<file path="config.mk">
export PLATFORM = sky130hd
export DESIGN_NAME = serial_sub_ctrl
export DESIGN_NICKNAME = d
export VERILOG_FILES = /design/src/rtl/serial_sub_ctrl.sv
export SDC_FILE = /design/constraint.sdc
export NUM_CORES = 1
export LEC_CHECK = 0
export CORE_UTILIZATION = 35
export CTS_BUF_LIST = sky130_fd_sc_hd__clkbuf_4 sky130_fd_sc_hd__clkbuf_8 sky130_fd_sc_hd__clkbuf_16
export DETAILED_ROUTE_END_ITERATION = 6
export MAX_ROUTING_LAYER = met4
export RECOVER_POWER = 100
export SLEW_MARGIN = 10
export SYNTH_ARGS = -nofsm -noshare
export SYNTH_HDL_FRONTEND = slang
export SYNTH_SLANG_ARGS = --single-unit
export TNS_END_PERCENT = 10
</file>
<file path="constraint.sdc">
create_clock -name clk -period 3.4 [get_ports clk]
set_input_delay 0.68 -clock clk [delete_from_list [all_inputs] [get_ports clk]]
set_output_delay 0.68 -clock clk [all_outputs]
set_load 0.005 [all_outputs]
</file>
<file path="src/rtl/serial_sub_ctrl.sv">
// rtl/serial_sub_ctrl.sv - bit-serial subtractor controller, LSB-first, one bit per clock
// Optional signed-overflow output enabled by SERIAL_SUB_OVF_EN.

module full_sub (
    input  logic x,
    input  logic y,
    input  logic bin,
    output logic d,
    output logic bout
);
    assign d    = x ^ y ^ bin;
    assign bout = (~x & y) | (~(x ^ y) & bin);
endmodule

module serial_sub_ctrl #(
    parameter int WIDTH = 8
) (
    input  logic             clk,
    input  logic             rst_n,
    input  logic             start,
    input  logic [WIDTH-1:0] a,
    input  logic [WIDTH-1:0] b,
    input  logic             br_in,
    output logic             busy,
    output logic             done,
    output logic [WIDTH-1:0] diff,
    output logic             br_out
`ifdef SERIAL_SUB_OVF_EN
    ,
    output logic             ovf
`endif
);
    localparam int CW = $clog2(WIDTH);
    localparam logic [CW-1:0] LAST = CW'(WIDTH - 1);

    typedef enum logic [1:0] {
        IDLE = 2'd0,
        RUN  = 2'd1,
        DONE = 2'd2
    } state_t;

    state_t           state;
    logic [WIDTH-1:0] a_sr;
    logic [WIDTH-1:0] b_sr;
    logic [WIDTH-2:0] res_sr;
    logic [CW-1:0]    cnt;
    logic             bor;
    logic             sbit;
    logic             sbr;

    full_sub u_full_sub (
        .x    (a_sr[0]),
        .y    (b_sr[0]),
        .bin  (bor),
        .d    (sbit),
        .bout (sbr)
    );

    always_ff @(posedge clk) begin
        if (!rst_n) begin
            state  <= IDLE;
            busy   <= 1'b0;
            done   <= 1'b0;
            diff   <= '0;
            br_out <= 1'b0;
            a_sr   <= '0;
            b_sr   <= '0;
            res_sr <= '0;
            cnt    <= '0;
            bor    <= 1'b0;
`ifdef SERIAL_SUB_OVF_EN
            ovf    <= 1'b0;
`endif
        end else begin
            done <= 1'b0;
            case (state)
                IDLE, DONE: begin
                    // DONE accepts start exactly like IDLE so ops can run back-to-back
                    if (start) begin
                        a_sr  <= a;
                        b_sr  <= b;
                        bor   <= br_in;
                        cnt   <= '0;
                        busy  <= 1'b1;
                        state <= RUN;
                    end else begin
                        busy  <= 1'b0;
                        state <= IDLE;
                    end
                end
                RUN: begin
                    res_sr <= (WIDTH-1)'({sbit, res_sr} >> 1);
                    a_sr   <= a_sr >> 1;
                    b_sr   <= b_sr >> 1;
                    bor    <= sbr;
                    if (cnt == LAST) begin
                        diff   <= {sbit, res_sr};
                        br_out <= sbr;
`ifdef SERIAL_SUB_OVF_EN
                        // bor is the borrow into the MSB at this edge
                        ovf    <= bor ^ sbr;
`endif
                        busy   <= 1'b0;
                        done   <= 1'b1;
                        state  <= DONE;
                    end else begin
                        cnt <= cnt + 1'b1;
                    end
                end
                default: begin
                    busy  <= 1'b0;
                    state <= IDLE;
                end
            endcase
        end
    end
endmodule
</file>
Word-level counts from Yosys, hierarchy flattened
Cells that the tools add are included.

Word-level logic and storage cells: 47. Register bits: 40. Output and inout port bits: 11. Input bits: 20.

Bitwise operators: 7. Add/subtract/negate cells: 1. Multiplexer cells: 16. Reduce and logical (&&, ||, !) cells: 7. Equal/unequal tests: 6.

Operators with widths (number): 8-bit case mux with 2 select lines (2); 8-bit two-way mux (2); 3-bit two-way mux (2); 2-bit inequality test (second input constant) (3); 3-bit case mux with 2 select lines (1); 2-bit AND reduction (3); 1-bit two-way mux (5); 1-bit case mux with 2 select lines (2); 2-bit case mux with 2 select lines (1); 3-bit by 1-bit adder with 3-bit output (second input constant) (1); 3-bit equality test (second input constant) (1); 3-bit AND reduction (1); 1-bit AND (2); 2-bit by 1-bit equality test with 1-bit output (second input constant) (1); 2-bit equality test (second input constant) (1); 2-bit zero test (1); 2-bit two-way mux (1); 1-bit NOT (2); 2-bit nonzero test (1); 2-bit OR reduction (1); 1-bit XOR (2); 1-bit OR (1).

Depth between registers and ports, before layout
Depth in word-level cells: 5. Gate-level depth with buffers: 5.

Modules after synthesis
A second synthesis with hierarchy kept.

Cell total of the unflattened synthesis: 192. Area total of the unflattened synthesis: 1597.8 sq um.

Modules (own cells, without submodules): serial_sub_ctrl (area each 1566.5 sq um, instances 1, cells each 188); full_sub (area each 31.3 sq um, instances 1, cells each 4).

Worst setup path before layout
No wires, ideal clock.

Kind: input to register. Start: input port start. End: register a_sr[0]. Setup slack: 2042 ps. Buffers on the path: 2. Stages: 5. Arrival: 1284 ps. Setup time: 74 ps. Required time: 3326 ps. Cell sequence: nor2b_1 -> buf_2 -> buf_4 -> nand2_1 -> a31oi_1.

Longest elaborated chain between the ends: 2.

RTL lines: start, declared (line 20) `input logic start,`; 2-bit inequality test (no line); 2-bit AND reduction (no line); end signal, assigned (line 93) `a_sr <= a_sr >> 1;`; end, declared (line 43) `logic [WIDTH-1:0] a_sr;`.

No other way between the ends. A chain may end at the register's enable or synchronous reset.

Final worst setup path
Start: input port rst_n. End: register br_out.

RTL lines: start, declared (line 19) `input logic rst_n,`; end signal, assigned (line 98) `br_out <= sbr;`; end, declared (line 27) `output logic br_out`.

No word-level cell between the ends.

==> results.txt <==
Status - finished, final reports clean
Clock share of power - 33.6%
GRT overflow - 0
Slew headroom - 32.4%
P&R area growth vs syn - 24.9%
Worst endpoint data arrival time - 2260 ps
# rows - 23
Area of the multi-input gates - 677 µm²
CP max-delay cell - dlygate4sd3_1
Storage cell area - 781 µm²
Worst EP required - 3600 ps
Net switching power - 230 µW
P_int - 667 µW
Comb pwr share - 11.6%
Yosys cell types - 22
Worst VDD drop - 0.000169 V
Die width - 68.4 µm
Syn_area_per_cell - 8.13 µm²
Sequential area share after synthesis - 50.5%
Detailed placer's ending HPWL - 1.98 mm
Highest clock rate - 0.487 GHz
DRT iter0 DRCs - 87
Final Cycle Share - 60.4%
GPL Wtd Cong - 0.703
Max clock buf depth - 2
FF+latch count, synth - 39
Routed via count - 1322
Setup bufs post-CTS - 0
I/O Pins - 31
Initial Utilization - 37.5%
Via-per-instance ratio - 4.97
Setup_tns - 0 ps
Post-CTS sizing - 0
FILL cells - 415
Final Slew Violations - 0
Synth Instances - 190
Slew @ Worst Pin - 1010 ps
Most frequent cells in the layout - nand2_1, dfxtp_1, a21oi_1, clkdlybuf4s50_1
Clock transition at path regs - 80 ps
Core area - 4120 µm²
Number of global-route vias before repair - 1130
CP peak stage delay - 800 ps
Global route hottest layer - met2
GRT Resource Usage Total - 15.5%
Endpoints failing setup - 0
Sw Share - 25.6%
Commonest non-fill, non-tap cell in the layout - nand2_1
Initial antenna violation count - 0
Height of the die - 68.4 µm
RSZ-0062 raised after global routing - false
CTS buffer count - 5
Critical path class - primary input to flop
Diode count - 0
CP startpoint kind - primary input
Share of layout cells above drive strength 1 - 5.09%
PwrDens - 465 nW/µm²
Routed WL - 3.03 mm
YS warnings - 0
# H-tree levels - 2
Hold Vio Cnt, Final - 0
DRC viols - 0
M2 GR Usage - 22.4%
ANT nets after route - 0
CP max FO - 25
Cts hold-fix bufs - 0
Pin count of the biggest net entering global routing - 31
Clock period minus worst slack - 2050 ps
Clock Skew - 5.96 ps
HP Class - flop to flop
First-pass GRT wire length - 5.00 mm
Root Driver - clkbuf_8
Clk sinks - 39
I/O Buffers - 30
Post-Syn Area - 1550 µm²
Hold_ws - 451 ps
Final nets - 238
Worst Setup End Kind - flop
Max-cap violations - 0
GR Layer Usage met1 - 18.5%
Clock Latency Late Sink - 290 ps
CTS tree - built
DRT Pass-1 Iters - 4
CP cell instances - dlygate4sd3_1 > inv_1 > a311oi_1
Routed wire per std cell - 11.4 µm
Synthesized net count - 213
Share of total power in sequential cells - 54.8%
Met3 Usage GRT - 6.00%
Leak Pwr - 0.715 nW
Die area - 4680 µm²
## logic make-up after synthesis
family | synth area share [%]
buffers and inverters | 5.67
and+or+nand+nor | 22.4
DFF | 50.5
adders and majority gates | 2.91
AOI/OAI and AO/OA | 18.5
## path summary, 6_finish.rpt
path	slack [ps]	start	end	depth (start not counted)
setup / recovery	1350	rst_n	br_out	3
hold / removal	450	diff[3]	diff[3]	2
setup reg to reg	1610	busy	br_out	3
hold reg to reg	450	diff[3]	diff[3]	2
## synth_stat cells, drive strengths merged
| cell type | number | share of area [%] |
|---|---|---|
| a31oi | 14 | 5.7 |
| nand2b | 3 | 1.2 |
| o21ai | 14 | 4.5 |
| buf | 11 | 4.2 |
| ha | 2 | 1.6 |
| a2bb2oi | 1 | 0.57 |
| dfxtp | 39 | 51 |
| nand3 | 11 | 3.6 |
| nand3b | 4 | 1.9 |
| a311oi | 1 | 0.57 |
| clkbuf | 3 | 0.73 |
| nand2 | 54 | 13 |
| inv | 3 | 0.73 |
| nor2b | 2 | 0.81 |
| nor2 | 4 | 0.97 |
| fa | 1 | 1.3 |
| a21oi | 22 | 7.1 |
| nor3b | 1 | 0.81 |
## power groups by stage
| stage | sequential (mW) | clock, mW | combinational, mW |
|---|---|---|---|
| detailed placement | 0.502 | 0 | 0.106 |
| floorplan | 0.499 | 0 | 0.0723 |
| global placement | 0.502 | 0 | 0.105 |
| finish | 0.491 | 0.302 | 0.104 |
| global route | 0.494 | 0.329 | 0.117 |
| CTS | 0.491 | 0.307 | 0.107 |
## layout make-up
class,instances,share of cell area [%]
flip-flops and latches,39,40.4
well taps,50,3.24
multi-input cells,134,35.1
clock buffers,5,3.56
inverters,3,0.583
clock inverters,3,0.778
repair buffers,32,16.3
## metrics by stage
step                power, mW  setup slack, ps  utilization (%)  cell area, µm²  std cells
finish                  0.897             1350             46.9            1930        266
global route            0.940             1230             46.9            1930        266
CTS                     0.905             1410             46.9            1930        266
detailed placement      0.608             1320             44.9            1850        258
global placement        0.607             1350             44.9            1850        258
floorplan               0.571             2040                -            1550        190
## per-layer routing
metal | wire (µm) | vias up | share of wire, %
li1 | - | 692 | -
met1 | 1480 | 595 | 49
met2 | 1320 | 26 | 44
met3 | 160 | 9 | 5.3
met4 | 71 | 0 | 2.3
met5 | 0 | - | 0
## state kept, by name, indices dropped and copies added (netlist names)
signal / cells
done: 1
res_sr: 7
b_sr: 8
busy: 1
diff: 8
br_out: 1
cnt: 3
state: 1
a_sr: 8
bor: 1
## critical path: cells and delay by family
family	cells	cell delay (ps)
buffers and inverters	2	1250
AO/OA/AOI/OAI	1	310
No activity file was read; power rests on OpenSTA's default activity.
